--- src/rtl/svc_axil_pkg.sv ---
// svc_axil_pkg: shared FSM state encoding and AXI response codes for svc_axil_master
package svc_axil_pkg;

    typedef enum logic [2:0] {
        ST_IDLE,
        ST_WR,
        ST_WR_B,
        ST_RD_A,
        ST_RD_D,
        ST_RSP,
        ST_DRAIN
    } state_t;

    localparam logic [1:0] RESP_OKAY   = 2'b00;
    localparam logic [1:0] RESP_EXOKAY = 2'b01;
    localparam logic [1:0] RESP_SLVERR = 2'b10;
    localparam logic [1:0] RESP_DECERR = 2'b11;

endpackage

--- src/rtl/svc_axil_master.sv ---
// svc_axil_master: single-outstanding AXI-Lite initiator driven by a valid/ready command stream
//
// Ports:
//   clk, rst                  clock, asynchronous active-high reset
//   cmd_*                     one-beat read/write command (valid/ready)
//   rsp_*                     result stream (valid/ready): rdata (0 for writes), resp, write echo
//   m_axil_aw*/w*/b*/ar*/r*   AXI-Lite initiator channels
//   timeout_sticky            (SVC_AXIL_MASTER_TIMEOUT_EN only) set on first timeout, cleared by reset
//
// Build option: define SVC_AXIL_MASTER_TIMEOUT_EN to add the response timeout, the DRAIN state
// and the timeout_sticky output. Without it the block waits indefinitely for the responder.
module svc_axil_master
    import svc_axil_pkg::*;
#(
    parameter int AXIL_ADDR_WIDTH = 16,
    parameter int AXIL_DATA_WIDTH = 32,
    parameter int AXIL_STRB_WIDTH = AXIL_DATA_WIDTH / 8,
    parameter int TIMEOUT_CYCLES  = 1024
) (
    input  logic                       clk,
    input  logic                       rst,
    input  logic                       cmd_valid,
    output logic                       cmd_ready,
    input  logic                       cmd_write,
    input  logic [AXIL_ADDR_WIDTH-1:0] cmd_addr,
    input  logic [AXIL_DATA_WIDTH-1:0] cmd_wdata,
    input  logic [AXIL_STRB_WIDTH-1:0] cmd_wstrb,
    output logic                       rsp_valid,
    input  logic                       rsp_ready,
    output logic [AXIL_DATA_WIDTH-1:0] rsp_rdata,
    output logic [1:0]                 rsp_resp,
    output logic                       rsp_write,
`ifdef SVC_AXIL_MASTER_TIMEOUT_EN
    output logic                       timeout_sticky,
`endif
    output logic [AXIL_ADDR_WIDTH-1:0] m_axil_awaddr,
    output logic                       m_axil_awvalid,
    input  logic                       m_axil_awready,
    output logic [AXIL_DATA_WIDTH-1:0] m_axil_wdata,
    output logic [AXIL_STRB_WIDTH-1:0] m_axil_wstrb,
    output logic                       m_axil_wvalid,
    input  logic                       m_axil_wready,
    input  logic                       m_axil_bvalid,
    input  logic [1:0]                 m_axil_bresp,
    output logic                       m_axil_bready,
    output logic [AXIL_ADDR_WIDTH-1:0] m_axil_araddr,
    output logic                       m_axil_arvalid,
    input  logic                       m_axil_arready,
    input  logic                       m_axil_rvalid,
    input  logic [AXIL_DATA_WIDTH-1:0] m_axil_rdata,
    input  logic [1:0]                 m_axil_rresp,
    output logic                       m_axil_rready
);

    state_t                     r_state;
    logic                       r_cmd_ready;
    logic                       r_rsp_valid;
    logic [AXIL_DATA_WIDTH-1:0] r_rsp_rdata;
    logic [1:0]                 r_rsp_resp;
    logic                       r_rsp_write;
    logic [AXIL_ADDR_WIDTH-1:0] r_awaddr;
    logic                       r_awvalid;
    logic [AXIL_DATA_WIDTH-1:0] r_wdata;
    logic [AXIL_STRB_WIDTH-1:0] r_wstrb;
    logic                       r_wvalid;
    logic                       r_bready;
    logic [AXIL_ADDR_WIDTH-1:0] r_araddr;
    logic                       r_arvalid;
    logic                       r_rready;

    // A channel counts as done when it is idle or handshaking on this edge
    logic w_aw_done;
    logic w_w_done;

    assign w_aw_done = !r_awvalid || m_axil_awready;
    assign w_w_done  = !r_wvalid || m_axil_wready;

`ifdef SVC_AXIL_MASTER_TIMEOUT_EN
    localparam int TW = $clog2(TIMEOUT_CYCLES + 1);
    localparam logic [TW-1:0] TMO_LAST = TW'(TIMEOUT_CYCLES - 1);

    logic [TW-1:0] r_tmo_cnt;
    logic          r_timed_out;
    logic          r_tmo_sticky;
    logic          w_busy;
    logic          w_fin;
    logic          w_drain_done;

    assign w_busy = (r_state == ST_WR) || (r_state == ST_WR_B) || (r_state == ST_RD_A) || (r_state == ST_RD_D);
    // A B/R handshake on the timeout edge wins over the timeout
    assign w_fin  = (r_state == ST_WR_B && m_axil_bvalid) || (r_state == ST_RD_D && m_axil_rvalid);
    // DRAIN ends once every pending request and the late response have handshaked
    assign w_drain_done = w_aw_done && w_w_done && (!r_arvalid || m_axil_arready) &&
                          (!r_bready || m_axil_bvalid) && (!r_rready || m_axil_rvalid);
    assign timeout_sticky = r_tmo_sticky;
`else
    logic w_unused_tmo;
    assign w_unused_tmo = (TIMEOUT_CYCLES != 0);
`endif

    always_ff @(posedge clk or posedge rst) begin
        if (rst) begin
            r_state     <= ST_IDLE;
            r_cmd_ready <= 1'b1;
            r_rsp_valid <= 1'b0;
            r_rsp_rdata <= '0;
            r_rsp_resp  <= RESP_OKAY;
            r_rsp_write <= 1'b0;
            r_awaddr    <= '0;
            r_awvalid   <= 1'b0;
            r_wdata     <= '0;
            r_wstrb     <= '0;
            r_wvalid    <= 1'b0;
            r_bready    <= 1'b0;
            r_araddr    <= '0;
            r_arvalid   <= 1'b0;
            r_rready    <= 1'b0;
`ifdef SVC_AXIL_MASTER_TIMEOUT_EN
            r_tmo_cnt    <= '0;
            r_timed_out  <= 1'b0;
            r_tmo_sticky <= 1'b0;
`endif
        end else begin
            // Request valids drop only after their own handshake, whatever the state
            if (r_awvalid && m_axil_awready) r_awvalid <= 1'b0;
            if (r_wvalid && m_axil_wready) r_wvalid <= 1'b0;
            if (r_arvalid && m_axil_arready) r_arvalid <= 1'b0;
            case (r_state)
                ST_IDLE: begin
                    if (cmd_valid && r_cmd_ready) begin
                        r_cmd_ready <= 1'b0;
                        r_rsp_write <= cmd_write;
                        r_rsp_rdata <= '0;
                        r_rsp_resp  <= RESP_OKAY;
`ifdef SVC_AXIL_MASTER_TIMEOUT_EN
                        r_timed_out <= 1'b0;
`endif
                        if (cmd_write) begin
                            r_awaddr  <= cmd_addr;
                            r_wdata   <= cmd_wdata;
                            r_wstrb   <= cmd_wstrb;
                            r_awvalid <= 1'b1;
                            r_wvalid  <= 1'b1;
                            r_state   <= ST_WR;
                        end else begin
                            r_araddr  <= cmd_addr;
                            r_arvalid <= 1'b1;
                            r_state   <= ST_RD_A;
                        end
                    end
                end
                ST_WR: begin
                    if (w_aw_done && w_w_done) begin
                        r_bready <= 1'b1;
                        r_state  <= ST_WR_B;
                    end
                end
                ST_WR_B: begin
                    if (m_axil_bvalid) begin
                        r_bready    <= 1'b0;
                        r_rsp_resp  <= m_axil_bresp;
                        r_rsp_rdata <= '0;
                        r_rsp_valid <= 1'b1;
                        r_state     <= ST_RSP;
                    end
                end
                ST_RD_A: begin
                    if (m_axil_arready) begin
                        r_rready <= 1'b1;
                        r_state  <= ST_RD_D;
                    end
                end
                ST_RD_D: begin
                    if (m_axil_rvalid) begin
                        r_rready    <= 1'b0;
                        r_rsp_rdata <= m_axil_rdata;
                        r_rsp_resp  <= m_axil_rresp;
                        r_rsp_valid <= 1'b1;
                        r_state     <= ST_RSP;
                    end
                end
                ST_RSP: begin
                    if (rsp_ready) begin
                        r_rsp_valid <= 1'b0;
`ifdef SVC_AXIL_MASTER_TIMEOUT_EN
                        if (r_timed_out) begin
                            // Accept and discard whatever the responder still owes us
                            r_bready <= r_rsp_write;
                            r_rready <= !r_rsp_write;
                            r_state  <= ST_DRAIN;
                        end else begin
                            r_cmd_ready <= 1'b1;
                            r_state     <= ST_IDLE;
                        end
`else
                        r_cmd_ready <= 1'b1;
                        r_state     <= ST_IDLE;
`endif
                    end
                end
`ifdef SVC_AXIL_MASTER_TIMEOUT_EN
                ST_DRAIN: begin
                    if (r_bready && m_axil_bvalid) r_bready <= 1'b0;
                    if (r_rready && m_axil_rvalid) r_rready <= 1'b0;
                    if (w_drain_done) begin
                        r_bready    <= 1'b0;
                        r_rready    <= 1'b0;
                        r_cmd_ready <= 1'b1;
                        r_state     <= ST_IDLE;
                    end
                end
`endif
                default: r_state <= ST_IDLE;
            endcase
`ifdef SVC_AXIL_MASTER_TIMEOUT_EN
            if (r_state == ST_IDLE) begin
                r_tmo_cnt <= '0;
            end else if (w_busy) begin
                r_tmo_cnt <= r_tmo_cnt + 1'b1;
                if (r_tmo_cnt == TMO_LAST && !w_fin) begin
                    // Overrides the case above; pending request valids stay up for DRAIN
                    r_bready     <= 1'b0;
                    r_rready     <= 1'b0;
                    r_rsp_resp   <= RESP_DECERR;
                    r_rsp_rdata  <= '0;
                    r_rsp_valid  <= 1'b1;
                    r_timed_out  <= 1'b1;
                    r_tmo_sticky <= 1'b1;
                    r_state      <= ST_RSP;
                end
            end
`endif
        end
    end

    assign cmd_ready      = r_cmd_ready;
    assign rsp_valid      = r_rsp_valid;
    assign rsp_rdata      = r_rsp_rdata;
    assign rsp_resp       = r_rsp_resp;
    assign rsp_write      = r_rsp_write;
    assign m_axil_awaddr  = r_awaddr;
    assign m_axil_awvalid = r_awvalid;
    assign m_axil_wdata   = r_wdata;
    assign m_axil_wstrb   = r_wstrb;
    assign m_axil_wvalid  = r_wvalid;
    assign m_axil_bready  = r_bready;
    assign m_axil_araddr  = r_araddr;
    assign m_axil_arvalid = r_arvalid;
    assign m_axil_rready  = r_rready;

endmodule
--- config.mk ---
export PLATFORM = sky130hd
export DESIGN_NAME = svc_axil_master
export DESIGN_NICKNAME = d
export VERILOG_FILES = /design/src/rtl/svc_axil_pkg.sv /design/src/rtl/svc_axil_master.sv
export SDC_FILE = /design/constraint.sdc
export NUM_CORES = 1
export LEC_CHECK = 0
export CAP_MARGIN = 40
export CORE_MARGIN = 5
export CORE_UTILIZATION = 30
export DETAILED_ROUTE_END_ITERATION = 10
export SYNTH_ARGS = -nofsm -noshare
export SYNTH_HDL_FRONTEND = slang
export SYNTH_SLANG_ARGS = --single-unit
--- constraint.sdc ---
create_clock -name clk -period 7.5 [get_ports clk]
set_input_delay 0.75 -clock clk [delete_from_list [all_inputs] [get_ports clk]]
set_output_delay 0.75 -clock clk [all_outputs]
set_load 0.01 [all_outputs]
==> flow_metrics.env, run 1 <==
export IMPL_wl_per_cell_um=17.3
export IMPL_drtIter0Drc=143
export IMPL_clk_path_buf_depth=2
export IMPL_period_minus_slack_ns=2.39
export IMPL_post_cts_setup_buffers=0
export IMPL_tns_ns=0
export IMPL_syn_nets=394
export IMPL_crit_type="input pin to flop"
export IMPL_numCtsBuffers=17
export IMPL_p_int_mw=1.95
export IMPL_final_util_pct=49.8
export IMPL_grt_start_max_net_pins=61
export IMPL_ys_ff_latch=113
export IMPL_reg2reg_slack_ns=5.33
export IMPL_hp_class="flop to flop"
export IMPL_fp_dieW_um=131
export IMPL_r2r_cells=5
export IMPL_r2r_end="m_axil_wdata[17]$_DFFE_PP0P_"
export IMPL_p_per_area_mw_per_mm2=383
export IMPL_vias=3265
export IMPL_port_buffers=207
export IMPL_status="finished clean"
export IMPL_row_count=44
export IMPL_hold_end="m_axil_arvalid$_DFF_PP0_"
export IMPL_area_growth_pct=63.9
export IMPL_io_pins=208
export IMPL_synth_avg_cell_area_sq_um=14.8
export IMPL_p_total_mw=2.75
export IMPL_cap_violations=0
export IMPL_viasPerCell=4.64
export IMPL_start_util_pct=30.4
export IMPL_startpoint_type="input pin"
export IMPL_slew_viol_final=0
export IMPL_ys_warnings_count=0
export IMPL_post_route_drc_count=0
export IMPL_p_switching_uw=800
export IMPL_worst_slew_pin_slew_ns=0.774
export IMPL_drive_above_1_share_pct=18.8
export IMPL_hold_viol_final=0
export IMPL_layout_common_cells="clkdlybuf4s50_1, dfrtp_1, mux2_2"
export IMPL_fp_coreArea_sq_mm=0.0144
export IMPL_max_clock_freq_mhz=419
export IMPL_crit_arrival_ns=2.67
export IMPL_mostFrequentLayoutCell="clkdlybuf4s50_1"
export IMPL_switching_share_pct=29.1
export IMPL_r2r_start="r_state[1]$_DFFE_PP0P_"
export IMPL_syn_area_sq_mm=0.00438
export IMPL_cts_tree="built"
export IMPL_synth_cell_types=32
export IMPL_place_congestion=0.770
export IMPL_rsz0062_at_grt="false"
export IMPL_holdPathStages=1
export IMPL_grt_overflow=0
export IMPL_fillers=1279
export IMPL_dr_pass1_iters=4
export IMPL_critPathMaxFanout=49
export IMPL_cts_root_buffer="clkbuf_16"
export IMPL_cp_required_ns=7.79
export IMPL_power_frac_seq_pct=35.5
export IMPL_grt_pass1_vias=3544
export IMPL_die_area_sq_mm=0.0171
export IMPL_pwr_share_comb_pct=37.1
export IMPL_antenna_found_initial=0
export IMPL_drt_total_wl_um=12200
export IMPL_clkTransAtPathRegs_ns=0.05
export IMPL_cts_hold_fix_buffers=0
export IMPL_peakVddDrop_uv=194
export IMPL_syn_inst=296
export IMPL_grt_usage_pct=14.3
export IMPL_h_tree_depth=4
export IMPL_cts_repair_resized=0
export IMPL_finClkSkew_ns=0.00543
export IMPL_cts_sinks=113
export IMPL_power_frac_clock_pct=27.4
export IMPL_finalCritPeriodShare_pct=31.8
export IMPL_drtAntennaViolNets=0
export IMPL_dp_hpwl_um=8830
export IMPL_grt_pass1_wl_um=18500
export IMPL_setup_violations=0
export IMPL_ys_seq_area_share_pct=64.6
export IMPL_antenna_cells=0
export IMPL_min_from="m_axil_arvalid$_DFF_PP0_"
export IMPL_end_kind="flop"
export IMPL_relSlewSlack_pct=48.4
export IMPL_worst_hold_slack_ns=0.484
export IMPL_power_leakage_nw=3.20
export IMPL_die_h_um=131
export IMPL_layout_nets=607
export IMPL_clkLatencyLatePin_ns=0.41
## Yosys cell counts
| library cell | n | area, sq um |
|---|---|---|
| a21oi_1 | 9 | 45.0 |
| mux2i_1 | 1 | 10.0 |
| or2_1 | 1 | 6.26 |
| nor3_2 | 1 | 10.0 |
| o22a_1 | 2 | 17.5 |
| dfstp_2 | 1 | 26.3 |
| mux2_2 | 59 | 664 |
| nand2_1 | 11 | 41.3 |
| nor2_1 | 7 | 26.3 |
| nor2b_1 | 2 | 12.5 |
| nand2b_1 | 1 | 6.26 |
| o21ai_0 | 7 | 35.0 |
| a22o_1 | 33 | 289 |
| mux2_1 | 9 | 101 |
| a2bb2oi_1 | 1 | 8.76 |
| a22oi_1 | 3 | 22.5 |
| a211oi_1 | 1 | 7.51 |
| a2111o_1 | 1 | 11.3 |
| o21bai_1 | 1 | 7.51 |
| nor2b_4 | 1 | 13.8 |
| clkbuf_1 | 1 | 3.75 |
| nor4_4 | 1 | 21.3 |
| a21o_1 | 1 | 7.51 |
| o21a_1 | 1 | 7.51 |
| inv_1 | 6 | 22.5 |
| buf_2 | 11 | 55.1 |
| o31ai_1 | 1 | 7.51 |
| nand2_2 | 1 | 6.26 |
| dfrtp_1 | 112 | 2800 |
| o21ai_1 | 2 | 10.0 |
| buf_6 | 6 | 67.6 |
| nor3_1 | 1 | 5.00 |
## routing by layer
layer / track usage [%] / share of wire [%] / routed length (um)
met1: 16.3 / 39 / 4710
met2: 23.1 / 50 / 6080
met3: 7.89 / 10 / 1250
met4: 4.72 / 1.0 / 123
met5: 0 / 0 / 0
## final cells by class
class                   instances  area (sq um)  share of cell area [%]
inverters                       6          25.0                   0.349
repair buffers                212          2130                    29.7
clock inverters                 5          52.6                   0.732
flip-flops and latches        113          2830                    39.4
well taps                     184           230                    3.21
clock buffers                  25           505                    7.04
multi-input cells             159          1410                    19.6
## power by group through the flow
stage | Clock [mW] | Combinational (mW) | Sequential (mW)
4_1_cts | 0.776 | 1.04 | 0.980
5_1_grt | 0.806 | 1.09 | 1.01
3_5_place_dp | 0 | 1.03 | 0.985
6_report | 0.753 | 1.02 | 0.977
2_1_floorplan | 0 | 0.383 | 1.05
3_3_place_gp | 0 | 0.997 | 0.978
## registers in the layout, indices dropped and copies added (netlist names), 2 cells and up
register / flops
r_state: 3
m_axil_wdata: 32
m_axil_awaddr: 16
rsp_rdata: 32
m_axil_wstrb: 4
m_axil_araddr: 16
rsp_resp: 2
## metrics by stage
step | instances | cell area, sq um | setup slack, ns
after floorplan | 296 | 4380 | 3.76
after global routing | 704 | 7180 | 5.02
final | 704 | 7180 | 5.11
after CTS | 704 | 7180 | 5.10
after detailed placement | 674 | 6620 | 4.67
after global placement | 673 | 6590 | 4.67
## cell families after synthesis
kind of cell           count (synthesis)  share of synthesized area, %
buffers and inverters                 24                          3.40
AOI/OAI and AO/OA                     63                          10.9
and+or+nand+nor                       27                          3.40
DFF                                  113                          64.6
muxes                                 69                          17.7
## worst max-delay path by stage
stage                     startpoint                      endpoint  slack, ns
after global routing       cmd_valid  m_axil_wdata[17]$_DFFE_PP0P_       5.02
after detailed placement   cmd_valid   m_axil_wdata[5]$_DFFE_PP0P_       4.67
after CTS                  cmd_valid   m_axil_wdata[5]$_DFFE_PP0P_       5.10
after global placement     cmd_valid     rsp_rdata[31]$_DFFE_PP0P_       4.67
after floorplan                  rst  m_axil_araddr[0]$_DFFE_PP0P_       3.76
final                      cmd_valid  m_axil_wdata[17]$_DFFE_PP0P_       5.11
## critical path, stage by stage
cell and delay (ns):
clkdlybuf4s50_1 0.46, nand2_1 0.21, nor3_2 0.08, nand2_2 0.17, buf_4 0.56, mux2_2 0.41
(Power assumes the default switching activity.)
==> inputs of run 2 (changes only) <==
==> constraint.sdc (replaced) <==
create_clock -name clk -period 2.1 [get_ports clk]
set_input_delay 0.21 -clock clk [delete_from_list [all_inputs] [get_ports clk]]
set_output_delay 0.21 -clock clk [all_outputs]
set_load 0.01 [all_outputs]
==> flow_metrics.env, run 2 (synthesized netlist as in run 1, its figures left out) <==
export IMPL_slowest_stage="dfrtp_1"
export IMPL_fp_dieW_um=131
export IMPL_end_kind="flop"
export IMPL_startpoint_type="flop"
export IMPL_post_cts_setup_buffers=0
export IMPL_p_per_area_mw_per_mm2=1370
export IMPL_mostFrequentLayoutCell="clkdlybuf4s50_1"
export IMPL_cts_tree="built"
export IMPL_setup_violations=0
export IMPL_port_buffers=207
export IMPL_finalCritPeriodShare_pct=85.0
export IMPL_antenna_found_initial=0
export IMPL_slew_viol_final=0
export IMPL_cts_root_buffer="clkbuf_16"
export IMPL_grt_pass1_wl_um=18700
export IMPL_period_minus_slack_ns=1.78
export IMPL_cts_hold_fix_buffers=0
export IMPL_hold_viol_final=0
export IMPL_reg2reg_slack_ns=0.32
export IMPL_finClkSkew_ns=0.00860
export IMPL_rsz0062_at_grt="false"
export IMPL_h_tree_depth=4
export IMPL_io_pins=208
export IMPL_post_dp_cell_area_sq_mm=0.00667
export IMPL_cap_violations=0
export IMPL_vias=3231
export IMPL_grt_usage_pct=14.2
export IMPL_grt_pass1_vias=3571
export IMPL_drtAntennaViolNets=0
export IMPL_path_cells="or2_1 > nor3_2 > nand2_2 > buf_12 > mux2_1"
export IMPL_power_leakage_nw=3.22
export IMPL_p_total_mw=9.92
export IMPL_area_growth_pct=65.7
export IMPL_power_frac_clock_pct=28.1
export IMPL_p_switching_mw=2.88
export IMPL_drtIter0Drc=137
export IMPL_hp_class="input pin to async pin"
export IMPL_cts_repair_resized=0
export IMPL_drt_total_wl_um=12000
export IMPL_switching_share_pct=29.0
export IMPL_start_util_pct=30.4
export IMPL_worst_slew_pin_slew_ns=0.567
export IMPL_cpPeakStageDelay_ns=0.48
export IMPL_clk_path_buf_depth=2
export IMPL_crit_arrival_ns=2.06
export IMPL_die_area_sq_mm=0.0171
export IMPL_peakVddDrop_uv=602
export IMPL_status="finished clean"
export IMPL_design_area_sq_mm=0.00726
export IMPL_numCtsBuffers=17
export IMPL_grt_start_max_net_pins=70
export IMPL_worst_hold_slack_ns=0.284
export IMPL_cp_required_ns=2.38
export IMPL_layout_nets=610
export IMPL_crit_type="flop to flop"
export IMPL_dp_hpwl_um=8720
export IMPL_path_buf_inv=1
export IMPL_r2r_end="m_axil_awaddr[11]$_DFFE_PP0P_"
export IMPL_wl_per_cell_um=16.9
export IMPL_place_congestion=0.771
export IMPL_max_clock_freq_mhz=561
export IMPL_clkTransAtPathRegs_ns=0.05
export IMPL_grt_overflow=0
export IMPL_pwr_share_comb_pct=36.9
export IMPL_tns_ns=0
export IMPL_dr_pass1_iters=4
export IMPL_row_count=44
export IMPL_viasPerCell=4.56
export IMPL_cts_sinks=113
export IMPL_power_frac_seq_pct=35.0
export IMPL_layout_common_cells="clkdlybuf4s50_1, dfrtp_1, mux2_2"
export IMPL_r2r_start="r_state[2]$_DFFE_PP0P_"
export IMPL_path_delay_family="simple AND/OR/NAND/NOR gates"
export IMPL_post_route_drc_count=0
export IMPL_drive_above_1_share_pct=19.6
export IMPL_relSlewSlack_pct=62.2
export IMPL_clkLatencyLatePin_ns=0.40
export IMPL_fp_coreArea_sq_mm=0.0144
export IMPL_critPathMaxFanout=55
export IMPL_r2r_cells=5
export IMPL_p_int_mw=7.04
export IMPL_antenna_cells=0
export IMPL_die_h_um=131
==> run 2: final cells by class <==
type	count	area, sq um
Tap cell	184	230
Timing Repair Buffer	215	2180
Inverter	6	26.3
Multi-Input combinational cell	159	1410
Sequential cell	113	2830
Clock buffer	23	478
Fill cell	1291	7170
Clock inverter	9	106
==> run 2: worst max path at each step <==
| stage | start | end | cells after the start |
|---|---|---|---|
| 6_report | r_state[2]$_DFFE_PP0P_ | m_axil_awaddr[11]$_DFFE_PP0P_ | 5 |
| 5_1_grt | r_state[2]$_DFFE_PP0P_ | m_axil_awaddr[8]$_DFFE_PP0P_ | 5 |
| 4_1_cts | r_state[2]$_DFFE_PP0P_ | m_axil_awaddr[0]$_DFFE_PP0P_ | 5 |
| 3_5_place_dp | cmd_valid | m_axil_awaddr[11]$_DFFE_PP0P_ | 6 |
| 3_3_place_gp | cmd_valid | m_axil_awaddr[11]$_DFFE_PP0P_ | 6 |
| 2_1_floorplan | cmd_ready$_DFFE_PP1P_ | m_axil_araddr[0]$_DFFE_PP0P_ | 4 |
==> run 2: through the flow <==
stage	setup slack [ns]	cells	utilization (%)
after global placement	0.215	677	46.3
final	0.316	709	50.3
after global routing	0.172	709	50.3
after CTS	0.310	709	50.3
after floorplan	0.312	296	-
after detailed placement	0.197	677	46.3
==> run 2: power by group through the flow <==
stage | logic (mW) | clock network, mW | registers (mW)
floorplan | 1.37 | 0 | 3.77
global placement | 3.67 | 0 | 3.47
detailed placement | 3.72 | 0 | 3.49
CTS | 3.74 | 2.87 | 3.49
global route | 3.96 | 2.96 | 3.59
finish | 3.66 | 2.79 | 3.47
==> run 2: worst register-to-register path: stages (launching register included) <==
cell	delay, ns
dfrtp_1	0.48
or2_1	0.33
nor3_2	0.17
nand2_2	0.09
buf_12	0.20
mux2_1	0.39
==> run 2: per-layer routing <==
metal / track usage (%) / routed length (um)
met5: 0 / 0
met2: 22.9 / 6000
met3: 6.06 / 961
met1: 16.8 / 4870
met4: 5.44 / 172
